[src/rtl/prog_loader_pkg.sv]
// Shared types and widths for the PicoBlaze program loader.
package prog_loader_pkg;

    localparam int unsigned ADDR_W  = 10;
    localparam int unsigned INSTR_W = 18;
    localparam int unsigned BYTE_W  = 8;
    localparam int unsigned WEA_W   = 4;

    localparam logic [BYTE_W-1:0] DEFAULT_HDR_BYTE = 8'hA5;

    typedef enum logic [2:0] {
        IDLE   = 3'd0,
        CNT_HI = 3'd1,
        CNT_LO = 3'd2,
        B0     = 3'd3,
        B1     = 3'd4,
        B2     = 3'd5,
        CHK    = 3'd6
    } state_t;

endpackage

[src/rtl/prog_loader_if.sv]
// UART byte input and program-memory write port of the loader.
interface prog_loader_if;
    import prog_loader_pkg::*;

    logic [BYTE_W-1:0]  rx_data;
    logic               rx_valid;
    logic [ADDR_W-1:0]  address;
    logic [INSTR_W-1:0] instruction;
    logic [WEA_W-1:0]   WEA;
    logic               cpu_reset;
    logic               busy;
    logic               done;
    logic               err;

    modport master (
        input  rx_data, rx_valid,
        output address, instruction, WEA, cpu_reset, busy, done, err
    );

    modport slave (
        output rx_data, rx_valid,
        input  address, instruction, WEA, cpu_reset, busy, done, err
    );

endinterface

[src/rtl/prog_loader_rx_timeout.sv]
// Watchdog: expires after TIMEOUT_CYCLES enabled cycles with no clear.
module rx_timeout #(
    parameter int unsigned TIMEOUT_CYCLES = 1000000
) (
    input  logic clk,
    input  logic reset,
    input  logic clear,
    input  logic enable,
    output logic expired
);

    localparam int unsigned CNT_W = (TIMEOUT_CYCLES > 1) ? $clog2(TIMEOUT_CYCLES) : 1;

    logic [CNT_W-1:0] cnt;

    always_ff @(posedge clk) begin
        if (reset) begin
            cnt <= '0;
        end else if (clear || !enable) begin
            cnt <= '0;
        end else if (!expired) begin
            cnt <= cnt + CNT_W'(1);
        end
    end

    assign expired = enable && !clear && (cnt == CNT_W'(TIMEOUT_CYCLES - 1));

endmodule

[src/rtl/prog_loader.sv]
// Loads a framed program image from UART bytes into PicoBlaze program memory.
module prog_loader
    import prog_loader_pkg::*;
#(
    parameter int unsigned       TIMEOUT_CYCLES = 1000000,
    parameter logic [BYTE_W-1:0] HDR_BYTE       = DEFAULT_HDR_BYTE
) (
    input  logic          clk,
    input  logic          reset,
    prog_loader_if.master bus
);

    state_t              state, state_n;
    logic [ADDR_W-1:0]   count, count_n;
    logic [ADDR_W-1:0]   word_hi, word_hi_n;
    logic [BYTE_W-1:0]   checksum, checksum_n;
    logic [ADDR_W-1:0]   address, address_n;
    logic [INSTR_W-1:0]  instruction, instruction_n;
    logic [WEA_W-1:0]    wea, wea_n;
    logic                cpu_reset, cpu_reset_n;
    logic                busy, busy_n;
    logic                done, done_n;
    logic                err, err_n;
    logic                expired;
    logic [BYTE_W-1:0]   rx;
    logic                rx_valid;

    assign rx       = bus.rx_data;
    assign rx_valid = bus.rx_valid;

    rx_timeout #(
        .TIMEOUT_CYCLES(TIMEOUT_CYCLES)
    ) u_rx_timeout (
        .clk    (clk),
        .reset  (reset),
        .clear  (rx_valid),
        .enable (state != IDLE),
        .expired(expired)
    );

    always_ff @(posedge clk) begin
        if (reset) begin
            state       <= IDLE;
            count       <= '0;
            word_hi     <= '0;
            checksum    <= '0;
            address     <= '0;
            instruction <= '0;
            wea         <= '0;
            cpu_reset   <= 1'b0;
            busy        <= 1'b0;
            done        <= 1'b0;
            err         <= 1'b0;
        end else begin
            state       <= state_n;
            count       <= count_n;
            word_hi     <= word_hi_n;
            checksum    <= checksum_n;
            address     <= address_n;
            instruction <= instruction_n;
            wea         <= wea_n;
            cpu_reset   <= cpu_reset_n;
            busy        <= busy_n;
            done        <= done_n;
            err         <= err_n;
        end
    end

    always_comb begin
        state_n       = state;
        count_n       = count;
        word_hi_n     = word_hi;
        checksum_n    = checksum;
        address_n     = address;
        instruction_n = instruction;
        wea_n         = '0;
        cpu_reset_n   = cpu_reset;
        done_n        = 1'b0;
        err_n         = err;

        // Address advances once the write cycle has been presented to memory.
        if (wea != '0) begin
            address_n = address + ADDR_W'(1);
        end

        unique case (state)
            IDLE: begin
                if (rx_valid && (rx == HDR_BYTE)) begin
                    state_n     = CNT_HI;
                    err_n       = 1'b0;
                    cpu_reset_n = 1'b1;
                    checksum_n  = '0;
                    address_n   = '0;
                end
            end
            CNT_HI: begin
                if (rx_valid) begin
                    checksum_n = checksum ^ rx;
                    if (rx[7:2] != 6'd0) begin
                        err_n   = 1'b1;
                        state_n = IDLE;
                    end else begin
                        count_n[9:8] = rx[1:0];
                        state_n      = CNT_LO;
                    end
                end
            end
            CNT_LO: begin
                if (rx_valid) begin
                    checksum_n   = checksum ^ rx;
                    count_n[7:0] = rx;
                    state_n      = B0;
                end
            end
            B0: begin
                if (rx_valid) begin
                    checksum_n = checksum ^ rx;
                    if (rx[7:2] != 6'd0) begin
                        err_n   = 1'b1;
                        state_n = IDLE;
                    end else begin
                        word_hi_n[9:8] = rx[1:0];
                        state_n        = B1;
                    end
                end
            end
            B1: begin
                if (rx_valid) begin
                    checksum_n     = checksum ^ rx;
                    word_hi_n[7:0] = rx;
                    state_n        = B2;
                end
            end
            B2: begin
                // address equals the current word index here; the last word has index count.
                if (rx_valid) begin
                    checksum_n    = checksum ^ rx;
                    instruction_n = {word_hi, rx};
                    wea_n         = '1;
                    state_n       = (address == count) ? CHK : B0;
                end
            end
            CHK: begin
                if (rx_valid) begin
                    if (rx == checksum) begin
                        done_n      = 1'b1;
                        cpu_reset_n = 1'b0;
                    end else begin
                        err_n = 1'b1;
                    end
                    state_n = IDLE;
                end
            end
            default: state_n = IDLE;
        endcase

        if (expired) begin
            state_n = IDLE;
            err_n   = 1'b1;
        end

        busy_n = (state_n != IDLE);
    end

    assign bus.address     = address;
    assign bus.instruction = instruction;
    assign bus.WEA         = wea;
    assign bus.cpu_reset   = cpu_reset;
    assign bus.busy        = busy;
    assign bus.done        = done;
    assign bus.err         = err;

endmodule

[src/flat_wrapper.sv]
// flat-port wrapper written by rule: the top's interface ports become plain ports
module prog_loader_flat import prog_loader_pkg::*;
#(
    parameter int unsigned       TIMEOUT_CYCLES = 1000000,
    parameter logic [BYTE_W-1:0] HDR_BYTE       = DEFAULT_HDR_BYTE
)
  (clk, reset, bus_rx_data, bus_rx_valid, bus_address, bus_instruction, bus_WEA, bus_cpu_reset, bus_busy, bus_done, bus_err);
  prog_loader_if bus_i ();
  input  logic clk;
  input  logic reset;
  input wire logic [$bits(bus_i.rx_data)-1:0] bus_rx_data;
  input wire logic [$bits(bus_i.rx_valid)-1:0] bus_rx_valid;
  output wire logic [$bits(bus_i.address)-1:0] bus_address;
  output wire logic [$bits(bus_i.instruction)-1:0] bus_instruction;
  output wire logic [$bits(bus_i.WEA)-1:0] bus_WEA;
  output wire logic [$bits(bus_i.cpu_reset)-1:0] bus_cpu_reset;
  output wire logic [$bits(bus_i.busy)-1:0] bus_busy;
  output wire logic [$bits(bus_i.done)-1:0] bus_done;
  output wire logic [$bits(bus_i.err)-1:0] bus_err;
  assign bus_i.rx_data = bus_rx_data;
  assign bus_i.rx_valid = bus_rx_valid;
  assign bus_address = bus_i.address;
  assign bus_instruction = bus_i.instruction;
  assign bus_WEA = bus_i.WEA;
  assign bus_cpu_reset = bus_i.cpu_reset;
  assign bus_busy = bus_i.busy;
  assign bus_done = bus_i.done;
  assign bus_err = bus_i.err;
  prog_loader #(.TIMEOUT_CYCLES(TIMEOUT_CYCLES), .HDR_BYTE(HDR_BYTE)) u_core (.clk(clk), .reset(reset), .bus(bus_i));
endmodule
[config.mk]
export PLATFORM = sky130hd
export DESIGN_NAME = prog_loader_flat
export DESIGN_NICKNAME = d
export VERILOG_FILES = /design/src/rtl/prog_loader_pkg.sv /design/src/rtl/prog_loader_if.sv /design/src/rtl/prog_loader_rx_timeout.sv /design/src/rtl/prog_loader.sv /design/src/flat_wrapper.sv
export SDC_FILE = /design/constraint.sdc
export NUM_CORES = 1
export LEC_CHECK = 0
export ABC_CLOCK_PERIOD_IN_PS = 2600
export CAP_MARGIN = 15
export CORE_UTILIZATION = 30
export CTS_CLUSTER_SIZE = 10
export DETAILED_ROUTE_END_ITERATION = 7
export GPL_ROUTABILITY_DRIVEN = 1
export REMOVE_ABC_BUFFERS = 1
export SYNTH_ARGS = -nofsm -noshare
export SYNTH_HDL_FRONTEND = slang
export SYNTH_SLANG_ARGS = --single-unit
[constraint.sdc]
create_clock -name clk -period 2.6 [get_ports clk]
set_input_delay 0.39 -clock clk [delete_from_list [all_inputs] [get_ports clk]]
set_output_delay 0.39 -clock clk [all_outputs]
set_load 0.03 [all_outputs]
==> results.md <==
* Die Wd at 114.4 um
* Fmax at 493.5 MHz
* Number of flops mapped to enable cells by yosys at 0
* GR Overflow Total at 0
* NumNets Final at approximately 500
* Post-synth top flop: dfxtp_1
* Synth Instances at 443
* Clock Skew at about 9.0 ps
* Final Core Density at 0.3914
* Core box area at between 10,000 and 15,000 um2
* XOR/XNOR share of the synthesized area at 0.09010
* Post-route minimum period at between 2000 and 2500 ps
* ANT nets after route at 0
* TritonCTS buffer count at 9
* Critical Path Stages at 6
* Post-CTS setup buffer count at 0
* First-pass GRT wire length at roughly 15,000 um
* DRC viols at 0
* Share of the yosys chip area belonging to registers at 0.4436
* Synth Area in Simple Gates at 0.2528
* Setup violators final at 0
* Netlist Area Pre-Place at between 3000 and 4000 um2
* CP max FO at 4
* Largest family of logic cells by synthesized area: simple AND/OR/NAND/NOR gates
* Crit start category: input pin
* Final Hold Viols at 0
* Worst hold path type: reg -> reg
* Clock-pin slew on the worst setup and hold paths at 70 ps
* Tot GR Track Use at 0.1454
* Tcrit/Tclk final at 0.7794
* Post-synth top area share at 0.4436
* CP cell instances: clkdlybuf4s50_1 > or4b_4 > or4_4 > nand2_2 > o31ai_2 > a21oi_2
* P&R area growth vs syn at 25.54%
* Multiplexer share of the synthesized area at 0.05809
* Starting Density at 0.3117
* Worst-Skew Late Latency at 340 ps
* Vias per cell at between 4 and 5
* Clock buffer depth at 2
* TNS Setup at 0 ps
* Yosys warns at 0
* CTS root buf: clkbuf_16
* Vias in the first global route at ~3,100
* WL/cell at 13.25 um
* DP HPWL at 6245 um
* Crit path capture type: flip-flop
* Power Total at approximately 2600 uW
* Synthesized area per cell at around 8.6 um2
* RSZ-0062 raised after global routing: false
* Max cap viols at 0
* Critical path class: in -> reg
* Pre-CTS setup slack at between 200 and 250 ps
* Yosys cell types at 52
* Worst setup path start: bus_rx_data[2]
* I/O pin cnt at 47
* Final Worst Setup Slack at 573.6 ps
* N_diodes at 0
* CP arrival at 2300 ps
* # clock sinks at between 80 and 90
* Crit path to: u_core.bus.busy$_SDFF_PP0_
* Crit-path leading delay family: simple AND/OR/NAND/NOR gates
* Drt pass-1 iters at 4
* Ranking of synthesized cells by area: dfxtp_1 (44%), xnor2_1 (7.2%), nor2_1 (5.8%), mux2i_1 (5.8%), a21oi_1 (5.5%)
* Status: finished clean
* Slowest stage cell, crit path: or4b_4
* Drt total wl at 8784 um
* Seq cells post-synth at between 80 and 90
* Final Wtd Congestion at roughly 0.82
* Reg2reg end: u_core.u_rx_timeout.cnt[1]$_SDFFE_PP0P_
* Worst slew pin tran at 662.5 ps
* Vias at around 3,200
* Adder-cell share of the synthesized area at 0.006601
* Max_slew headroom at 0.5583
* Share of layout cells above drive strength 1 at 0.09697
* Worst path bufs/invs at 1
* Async set-or-reset flop fraction in the synthesized netlist at 0
* Die ar. at 13,090 um2
* Max Slew Vio Count at 0
* Synth Area in Compound Gates at 0.1050
* Post-CTS Hold Buffers at 0
* Largest area contributor in the netlist: dfxtp_1
* FF-to-FF path depth at 6
* Reg2Reg Setup Slack at between 600 and 700 ps
* CTS tree: yes
* # rows at 40
* Critical Path RT at approximately 2900 ps
* Post-CTS sizing at 0
* Initial antenna violation count at 0
* Worst r2r src: u_core.u_rx_timeout.cnt[8]$_SDFFE_PP0P_
* Port Buf Inserts at 46
* Largest net degree at the start of global routing at 50
* P_leak at approximately 0.0016 uW
* Maximum VDD drop at about 400 uV
* Initial DRC Count at around 130
* Max stage delay on crit path at 580 ps
* H-tree depth at 3
* Pwr Density at 556.3 nW/um2
* Die Y at roughly 110 um
sequential cells by signal, indices dropped and copies added (netlist names):
| signal | cells |
|---|---|
| u_core.word_hi | 10 |
| u_core.count | 10 |
| u_core.bus.done | 1 |
| u_core.u_rx_timeout.cnt | 20 |
| u_core.bus.cpu_reset | 1 |
| u_core.bus.WEA | 1 |
| u_core.bus.err | 1 |
| u_core.bus.busy | 1 |
| u_core.state | 3 |
| u_core.bus.instruction | 18 |
| u_core.bus.address | 10 |
| u_core.checksum | 8 |
cell families after synthesis:
kind of cell	count (synthesis)
flops	84
simple gates	191
fa+ha+maj	2
mux	22
xor+xnor	39
buf+inv	35
compound gates	70
synthesized netlist by cell type, types with 7 or more instances:
cell type	number
clkbuf_1	18
xnor2_1	31
nand3b_1	8
and3_1	9
mux2i_1	22
dfxtp_1	84
nand4_1	9
o21ai_1	8
nor2_1	59
nand3_1	7
a21oi_1	42
nand2_1	56
xor2_1	8
nor3_1	7
worst reg2reg max path: stages, from the launching register on:
cell and delay [ps]:
dfxtp_1 350, nor4b_1 390, nand4_1 170, nor4_1 390, buf_4 250, mux2i_1 190, nor2_1 50
metrics by stage:
step,cell area (um2),hold slack (ps),std cells
2_1_floorplan,3643,425.1,413
3_3_place_gp,4459,444.4,647
3_5_place_dp,4459,445.9,647
4_1_cts,4760,454.7,663
5_1_grt,4760,474.9,663
6_report,4760,453.5,663
how the worst min path moves through the flow:
stage,startpoint,to,slack [ps],cells after the start
after floorplan,u_core.word_hi[2]$_SDFFE_PP0P_,u_core.bus.instruction[10]$_SDFFE_PP0P_,430,2
after global placement,u_core.word_hi[0]$_SDFFE_PP0P_,u_core.bus.instruction[8]$_SDFFE_PP0P_,440,2
after detailed placement,u_core.bus.instruction[15]$_SDFFE_PP0P_,u_core.bus.instruction[15]$_SDFFE_PP0P_,450,2
after CTS,u_core.bus.instruction[15]$_SDFFE_PP0P_,u_core.bus.instruction[15]$_SDFFE_PP0P_,450,2
after global routing,u_core.word_hi[1]$_SDFFE_PP0P_,u_core.bus.instruction[9]$_SDFFE_PP0P_,470,2
final,u_core.bus.instruction[15]$_SDFFE_PP0P_,u_core.bus.instruction[15]$_SDFFE_PP0P_,450,2
area by class of cell:
class                           instances  area (um2)
Fill cell                            1214        7402
Clock inverter                          6       61.31
Timing Repair Buffer                   66       605.6
Inverter                                5       18.77
Sequential cell                        84        1682
Tap cell                              168       210.2
Clock buffer                           10       239.0
Multi-Input combinational cell        324        1943
layer usage:
layer / global-route usage / up-vias / part of all wire
li1: - / 1604 / -
met1: 0.1810 / 1474 / 0.47
met2: 0.2404 / 64 / 0.48
met3: 0.04129 / 13 / 0.039
met4: 0.05022 / 0 / 0.015
met5: 0 / - / 0
where the power goes:
group	leakage [uW]	internal, uW	total, uW	switching, uW
combinational	0.000761	32.7	82.4	49.7
sequential	0.000676	1290	1290	0.264
clock	0.000149	768	1280	510
cells in the final DEF (no fill, tap or decap), drive strengths merged, types with 2 or more instances in the layout:
| cell | netlist | layout |
|---|---|---|
| a21o | 2 | 2 |
| or3 | 7 | 7 |
| and3 | 9 | 9 |
| inv | 5 | 6 |
| nor4 | 5 | 5 |
| o31ai | 3 | 3 |
| nand4 | 9 | 9 |
| clkinv | 0 | 3 |
| a21oi | 43 | 43 |
| nand2b | 2 | 2 |
| or2 | 2 | 2 |
| o21ai | 14 | 14 |
| nand3b | 8 | 8 |
| nor3 | 7 | 7 |
| or4 | 3 | 3 |
| nor4b | 2 | 2 |
| dfxtp | 84 | 84 |
| clkdlybuf4s50 | 0 | 45 |
| and4 | 3 | 3 |
| mux2i | 22 | 22 |
| nand3 | 7 | 7 |
| nand2 | 57 | 57 |
| a211oi | 2 | 2 |
| and2 | 3 | 3 |
| xnor2 | 31 | 31 |
| clkbuf | 18 | 10 |
| xor2 | 8 | 8 |
| buf | 12 | 21 |
| ha | 2 | 2 |
| nor2 | 61 | 61 |
| nor3b | 2 | 2 |
Power figures use the tool's default switching activity.
